$ cat config.mk
export PLATFORM = sky130hd
export DESIGN_NAME = nonce_tx_arbiter
export DESIGN_NICKNAME = d
export VERILOG_FILES = /design/src/rtl/nonce_hub_pkg.sv /design/src/rtl/nonce_fifo.sv /design/src/rtl/nonce_tx_arbiter.sv
export SDC_FILE = /design/constraint.sdc
export NUM_CORES = 1
export LEC_CHECK = 0
export ABC_AREA = 1
export BUFFER_PORTS_ARGS = -buffer_cell sky130_fd_sc_hd__clkbuf_2
export CORE_AREA = 4 4 211 213
export DETAILED_ROUTE_END_ITERATION = 8
export DIE_AREA = 0 0 215 217
export GPL_ROUTABILITY_DRIVEN = 0
export HOLD_SLACK_MARGIN = 0.12
export REMOVE_ABC_BUFFERS = 1
export SKIP_CTS_REPAIR_TIMING = 1
export SLEW_MARGIN = 40
export SYNTH_ARGS = -nofsm -noshare
export SYNTH_HDL_FRONTEND = slang
export SYNTH_SLANG_ARGS = --single-unit
export TNS_END_PERCENT = 20
$ cat constraint.sdc
create_clock -name clk -period 4.2 [get_ports clk]
set_clock_uncertainty 0.15 [all_clocks]
set_input_delay 0.63 -clock clk [delete_from_list [all_inputs] [get_ports clk]]
set_output_delay 0.63 -clock clk [all_outputs]
set_load 0.005 [all_outputs]
$ cat src/rtl/nonce_hub_pkg.sv
// Shared definitions for the nonce hub: word width, TX sequencer encoding
// and an elaboration-time log2 helper.
package nonce_hub_pkg;

   localparam int NONCE_W = 32;

   typedef enum logic [1:0] {
      TX_IDLE  = 2'd0,
      TX_GUARD = 2'd1,
      TX_WAIT  = 2'd2
   } tx_state_e;

   function automatic int clog2(input int value);
      int result;
      result = 0;
      while ((32'sd1 <<< result) < value) begin
         result = result + 1;
      end
      return result;
   endfunction

endpackage

$ cat src/rtl/nonce_fifo.sv
// Synchronous FIFO with first-word-fall-through head; flush empties it in
// one cycle and blocks any push or pop issued in that cycle.
module nonce_fifo
   import nonce_hub_pkg::*;
#(
   parameter int WIDTH = NONCE_W,
   parameter int DEPTH = 8
) (
   input  logic                  clk,
   input  logic                  reset_n,
   input  logic                  flush,
   input  logic                  push,
   input  logic [WIDTH-1:0]      din,
   input  logic                  pop,
   output logic [WIDTH-1:0]      dout,
   output logic                  empty,
   output logic                  full,
   output logic [clog2(DEPTH):0] level
);

   localparam int            PW       = clog2(DEPTH);
   localparam int            LW       = PW + 1;
   localparam logic [PW-1:0] PTR_ZERO = PW'(0);
   localparam logic [PW-1:0] PTR_ONE  = PW'(1);
   localparam logic [LW-1:0] LVL_ZERO = LW'(0);
   localparam logic [LW-1:0] LVL_ONE  = LW'(1);
   localparam logic [LW-1:0] LVL_FULL = LW'(DEPTH);

   logic [WIDTH-1:0] mem_r [DEPTH];
   logic [PW-1:0]    wr_ptr_r;
   logic [PW-1:0]    rd_ptr_r;
   logic [LW-1:0]    level_r;
   logic             push_ok_s;
   logic             pop_ok_s;

   assign empty     = (level_r == LVL_ZERO);
   assign full      = (level_r == LVL_FULL);
   assign push_ok_s = push & ~full & ~flush;
   assign pop_ok_s  = pop & ~empty & ~flush;
   assign dout      = mem_r[rd_ptr_r];
   assign level     = level_r;

   // Storage has no reset: the pointers alone define which entries are valid.
   always_ff @(posedge clk) begin
      if (push_ok_s) begin
         mem_r[wr_ptr_r] <= din;
      end
   end

   // Pointer and occupancy tracking.
   always_ff @(posedge clk) begin
      if (!reset_n) begin
         wr_ptr_r <= PTR_ZERO;
         rd_ptr_r <= PTR_ZERO;
         level_r  <= LVL_ZERO;
      end else if (flush) begin
         wr_ptr_r <= PTR_ZERO;
         rd_ptr_r <= PTR_ZERO;
         level_r  <= LVL_ZERO;
      end else begin
         if (push_ok_s) begin
            wr_ptr_r <= wr_ptr_r + PTR_ONE;
         end
         if (pop_ok_s) begin
            rd_ptr_r <= rd_ptr_r + PTR_ONE;
         end
         case ({push_ok_s, pop_ok_s})
            2'b10:   level_r <= level_r + LVL_ONE;
            2'b01:   level_r <= level_r - LVL_ONE;
            default: level_r <= level_r;
         endcase
      end
   end

endmodule

$ cat src/rtl/nonce_tx_arbiter.sv
// Round-robin collector of golden nonces from several miner cores, buffered
// through a FIFO and handed one at a time to the shared serial transmitter.
module nonce_tx_arbiter
   import nonce_hub_pkg::*;
#(
   parameter int SLAVES     = 2,
   parameter int FIFO_DEPTH = 8,
   parameter int CNT_W      = 8
) (
   input  logic                       clk,
   input  logic                       reset_n,
   input  logic [SLAVES-1:0]          new_nonces,
   input  logic [SLAVES*NONCE_W-1:0]  slave_nonces,
   input  logic                       flush,
   input  logic                       serial_busy,
   output logic                       serial_send,
   output logic [NONCE_W-1:0]         golden_nonce,
   output logic [clog2(FIFO_DEPTH):0] fifo_level,
   output logic [CNT_W-1:0]           drop_count,
   output logic                       active
);

   localparam int               SW       = (SLAVES > 1) ? clog2(SLAVES) : 1;
   localparam logic [SW-1:0]    RR_RESET = SW'(SLAVES - 1);
   localparam logic [CNT_W-1:0] CNT_ONE  = CNT_W'(1);
   localparam logic [CNT_W-1:0] CNT_MAX  = {CNT_W{1'b1}};

   logic [NONCE_W-1:0] hold_r [SLAVES];
   logic [SLAVES-1:0]  pending_r;
   logic [SW-1:0]      rr_r;
   logic [CNT_W-1:0]   drop_r;
   tx_state_e          state_r;
   logic               send_r;
   logic [NONCE_W-1:0] golden_r;

   logic [SLAVES-1:0]  capture_s;
   logic [SLAVES-1:0]  grant_mask_s;
   logic [SW-1:0]      grant_idx_s;
   logic               grant_valid_s;
   logic               drop_s;
   logic               fifo_pop_s;
   logic               fifo_empty_s;
   logic               fifo_full_s;
   logic [NONCE_W-1:0] fifo_head_s;

   assign capture_s = new_nonces & ~{SLAVES{flush}};

   // First pending slave searching upward from one past the last grant.
   always_comb begin
      int            idx_i;
      logic [SW-1:0] idx_s;
      logic          hit_s;
      grant_valid_s = 1'b0;
      grant_idx_s   = {SW{1'b0}};
      idx_i         = 0;
      idx_s         = {SW{1'b0}};
      hit_s         = 1'b0;
      for (int k = 1; k <= SLAVES; k++) begin
         idx_i         = (int'(rr_r) + k) % SLAVES;
         idx_s         = SW'(idx_i);
         hit_s         = pending_r[idx_s] & ~grant_valid_s & ~flush & ~fifo_full_s;
         grant_idx_s   = hit_s ? idx_s : grant_idx_s;
         grant_valid_s = grant_valid_s | hit_s;
      end
   end

   // One-hot view of the grant for the pending and drop logic.
   always_comb begin
      grant_mask_s = {SLAVES{1'b0}};
      for (int i = 0; i < SLAVES; i++) begin
         grant_mask_s[i] = grant_valid_s & (grant_idx_s == SW'(i));
      end
   end

   // A pulse on a slave whose word is still waiting (and not leaving now) loses it.
   assign drop_s     = |(capture_s & pending_r & ~grant_mask_s);
   assign fifo_pop_s = (state_r == TX_IDLE) & ~fifo_empty_s & ~serial_busy & ~flush;

   // Capture registers, pending flags, round-robin pointer and drop counter.
   always_ff @(posedge clk) begin
      if (!reset_n) begin
         pending_r <= {SLAVES{1'b0}};
         rr_r      <= RR_RESET;
         drop_r    <= {CNT_W{1'b0}};
         for (int i = 0; i < SLAVES; i++) begin
            hold_r[i] <= {NONCE_W{1'b0}};
         end
      end else begin
         for (int i = 0; i < SLAVES; i++) begin
            if (capture_s[i]) begin
               hold_r[i] <= slave_nonces[i*NONCE_W +: NONCE_W];
            end
         end
         if (flush) begin
            pending_r <= {SLAVES{1'b0}};
         end else begin
            pending_r <= (pending_r & ~grant_mask_s) | capture_s;
         end
         if (grant_valid_s) begin
            rr_r <= grant_idx_s;
         end
         if (drop_s && (drop_r != CNT_MAX)) begin
            drop_r <= drop_r + CNT_ONE;
         end
      end
   end

   // TX sequencer; GUARD covers the transmitter's latency in raising busy.
   always_ff @(posedge clk) begin
      if (!reset_n) begin
         state_r  <= TX_IDLE;
         send_r   <= 1'b0;
         golden_r <= {NONCE_W{1'b0}};
      end else begin
         case (state_r)
            TX_IDLE: begin
               if (fifo_pop_s) begin
                  golden_r <= fifo_head_s;
                  send_r   <= 1'b1;
                  state_r  <= TX_GUARD;
               end else begin
                  send_r   <= 1'b0;
               end
            end
            TX_GUARD: begin
               send_r  <= 1'b0;
               state_r <= TX_WAIT;
            end
            TX_WAIT: begin
               send_r <= 1'b0;
               if (!serial_busy) begin
                  state_r <= TX_IDLE;
               end
            end
            default: begin
               send_r  <= 1'b0;
               state_r <= TX_IDLE;
            end
         endcase
      end
   end

   nonce_fifo #(
      .WIDTH (NONCE_W),
      .DEPTH (FIFO_DEPTH)
   ) u_fifo (
      .clk     (clk),
      .reset_n (reset_n),
      .flush   (flush),
      .push    (grant_valid_s),
      .din     (hold_r[grant_idx_s]),
      .pop     (fifo_pop_s),
      .dout    (fifo_head_s),
      .empty   (fifo_empty_s),
      .full    (fifo_full_s),
      .level   (fifo_level)
   );

   assign serial_send  = send_r;
   assign golden_nonce = golden_r;
   assign drop_count   = drop_r;
   assign active       = ~fifo_empty_s | (|pending_r) | (state_r != TX_IDLE);

endmodule

==> impl_metrics.json <==
{
  "clockPowerShare_pct": 43.1,
  "gr-usage-all-layers_pct": 14.8,
  "sw_frac_of_total_pct": 21.8,
  "fmax_ghz": 0.375,
  "io_pins": 116,
  "async_flop_share_pct": 0,
  "powerDensity_nw_per_um2": 460,
  "dr_total_vias": 9522,
  "placedCellCount": 1867,
  "yosys_warnings": 0,
  "finalNetCount": 1441,
  "diodes": 0,
  "start_kind": "flop",
  "p_seq_share_pct": 52.8,
  "r2r-start": "u_fifo.level[1]$_SDFFE_PP0P_",
  "arrival_ns": 2.76,
  "tightest_slew_ns": 0.779,
  "cp-end-kind": "flop",
  "start_util_pct": 34.8,
  "antenna_found_initial": 0,
  "finalCriticalPeriod_ns": 2.67,
  "dieArea_um2": 46700,
  "antenna_left": 0,
  "p_switching_mw": 1.74,
  "grt_pass1_wl_um": 54200,
  "grt_pass1_vias": 9403,
  "hold_path.class": "primary input to flop",
  "yosys_most_used_dff": "edfxtp_1",
  "core_um2": 42700,
  "slew_viol_final": 0,
  "holdPathStages": 3,
  "portBuffers": 115,
  "syn2layout_area_growth_pct": 16.9,
  "cp_top_family": "simple AND/OR/NAND/NOR gates",
  "fin_cells": 1941,
  "reg2reg_setup_slack_ns": 1.53,
  "synth_cells": 1260,
  "clkLatencyLatePin_ns": 0.56,
  "synth_area_um2": 14800,
  "drtPass1Iterations": 7,
  "clk_pin_slew_ns": 0.06,
  "wire_per_inst_um": 17.8,
  "hpwlAfterDp_um": 20400,
  "synth_seq_area_share_pct": 72.3,
  "syn_avg_cell_area_um2": 11.8,
  "fp.dieW_um": 215,
  "cts.path.max_buffers": 3,
  "clock-sinks": 376,
  "yosys.cell_types.count": 34,
  "viasPerCell": 4.91,
  "intPower_mw": 6.24,
  "period_share_pct": 63.5,
  "hold_viol_final": 0,
  "final_layout_size_suffix_gt1_share_pct": 16.6,
  "r2r-end": "u_fifo.mem_r[4][4]$_DFFE_PP_",
  "rows": 76,
  "grt_max_degree": 85,
  "status": "finished clean",
  "grt-ovfl-total": 0,
  "root_buffer": "clkbuf_16",
  "drt-total-wl_um": 34500,
  "hold_start": "serial_busy",
  "cts-htree-levels": 2,
  "whs_ns": 0.181,
  "max_stage_delay_ns": 0.59,
  "r2r_cells": 8,
  "synth_seq_cells": 376,
  "crit_path_max_fanout": 22,
  "relSlewSlack_pct": 48.0,
  "slowest_stage": "nor2_4",
  "pwr-share-comb_pct": 4.1,
  "drtIter0Drc": 806,
  "die_h_um": 217,
  "required_ns": 4.30,
  "crit_type": "flop to flop",
  "rsz0062_at_grt": "no",
  "p_leak_nw": 6.46,
  "synth_edf_count": 320,
  "cap_violations": 0,
  "path_buf_inv": 2,
  "drc_errors": 0,
  "cts_buffers": 40,
  "cp_cell_sequence": "nor2_1 > a21oi_1 > nand2_1 > nand2_2 > inv_2 > or2_4 > nor2_4 > buf_4",
  "whs_endpoint": "state_r[1]$_SDFFE_PN0P_",
  "setup_viol": 0,
  "tritoncts": "yes",
  "irDropWorstVdd_uv": 255
}
[power groups by stage]
stage	clock (mW)	combinational, mW	sequential (mW)
after floorplan	0	0.179	4.29
after global placement	0	0.329	4.29
after detailed placement	0	0.339	4.29
after CTS	3.53	0.340	4.21
after global routing	3.70	0.381	4.22
final	3.44	0.331	4.21
[state kept, by name, indices dropped and copies added (netlist names)]
name,cells
pending_r,2
u_fifo.mem_r,256
u_fifo.wr_ptr_r,3
serial_send,1
u_fifo.rd_ptr_r,3
drop_count,8
rr_r,1
state_r,2
golden_nonce,32
u_fifo.level,4
hold_r,64
[cell usage after synthesis, types with 5 or more instances]
| library cell | n | area share [%] |
|---|---|---|
| edfxtp_1 | 320 | 65 |
| nor2_1 | 228 | 5.8 |
| nand2_1 | 132 | 3.3 |
| o21ai_0 | 131 | 4.4 |
| inv_1 | 84 | 2.1 |
| o21ai_1 | 66 | 2.2 |
| dfxtp_1 | 56 | 7.5 |
| a21oi_1 | 52 | 1.8 |
| clkbuf_1 | 43 | 1.1 |
| o221ai_1 | 32 | 1.9 |
| o22ai_1 | 32 | 1.3 |
| buf_2 | 23 | 0.78 |
| nand3_1 | 13 | 0.44 |
| inv_2 | 8 | 0.20 |
| ha_1 | 6 | 0.51 |
| buf_4 | 5 | 0.25 |
| nand2_2 | 5 | 0.21 |
[metal layers]
| layer | global-route usage [%] | vias to the layer above | wire length, um | part of all wire [%] |
|---|---|---|---|---|
| met5 | 0 | - | 0 | 0 |
| met4 | 4.70 | 0 | 925 | 2.7 |
| met3 | 2.95 | 63 | 1780 | 5.1 |
| met2 | 24.7 | 219 | 16700 | 48 |
| met1 | 19.5 | 4587 | 15200 | 44 |
| li1 | - | 4653 | - | - |
[worst register-to-register path: stages (launching register included)]
cell     delay, ns
dfxtp_1       0.39
nor2_1        0.09
a21oi_1       0.21
nand2_1       0.10
nand2_2       0.12
inv_2         0.07
or2_4         0.29
nor2_4        0.59
buf_4         0.34
[logic make-up (layout without fill, tap and decap cells)]
kind of cell,count (synthesis),after routing,synth area share (%)
xor+xnor,2,2,0.118
fa+ha+maj,7,7,0.640
flops,376,376,72.3
buf+inv,166,301,4.62
compound gates,319,319,12.0
simple gates,390,390,10.4
[worst max path at each step]
| stage | startpoint | to | slack [ns] | depth (start not counted) |
|---|---|---|---|---|
| 5_1_grt | u_fifo.level[1]$_SDFFE_PP0P_ | u_fifo.mem_r[4][4]$_DFFE_PP_ | 1.30 | 8 |
| 3_3_place_gp | flush | u_fifo.mem_r[6][19]$_DFFE_PP_ | 1.06 | 8 |
| 2_1_floorplan | u_fifo.rd_ptr_r[0]$_SDFFE_PP0P_ | golden_nonce[0]$_SDFFE_PN0P_ | -0.28 | 5 |
| 4_1_cts | u_fifo.level[1]$_SDFFE_PP0P_ | u_fifo.mem_r[4][4]$_DFFE_PP_ | 1.51 | 8 |
| 6_report | u_fifo.level[1]$_SDFFE_PP0P_ | u_fifo.mem_r[4][4]$_DFFE_PP_ | 1.53 | 8 |
| 3_5_place_dp | flush | u_fifo.mem_r[4][13]$_DFFE_PP_ | 1.25 | 8 |
[per-stage QoR]
stage	utilization, %	setup slack [ns]	power (mW)	cell area (um^2)	TNS (ns)
2_1_floorplan	-	-0.277	4.47	14500	-8.52
3_3_place_gp	37.4	1.06	4.62	16000	0
3_5_place_dp	37.6	1.25	4.63	16000	0
4_1_cts	40.6	1.51	8.08	17300	0
5_1_grt	40.7	1.30	8.30	17400	0
6_report	40.7	1.53	7.98	17400	0
[layout by cell type, fill, tap and decap left out, types with 13 or more instances in the layout]
cell	synthesis	routed
edfxtp_1	320	320
nor2_1	228	220
o21ai_0	131	131
nand2_1	132	130
clkbuf_2	0	115
inv_1	84	84
o21ai_1	66	66
dfxtp_1	56	53
a21oi_1	52	52
clkbuf_16	0	40
o22ai_1	32	32
o221ai_1	32	32
buf_4	5	17
nand3_1	13	13
[area by class of cell]
class                      instances  area, um^2
clock buffer                      53        1080
multi-input combinational        718        3520
fill                            4003       25300
tap                              546         683
inverter                          92         348
sequential                       376       10700
timing repair buffer             136         785
clock inverter                    20         211
Power figures use the tool's default switching activity.
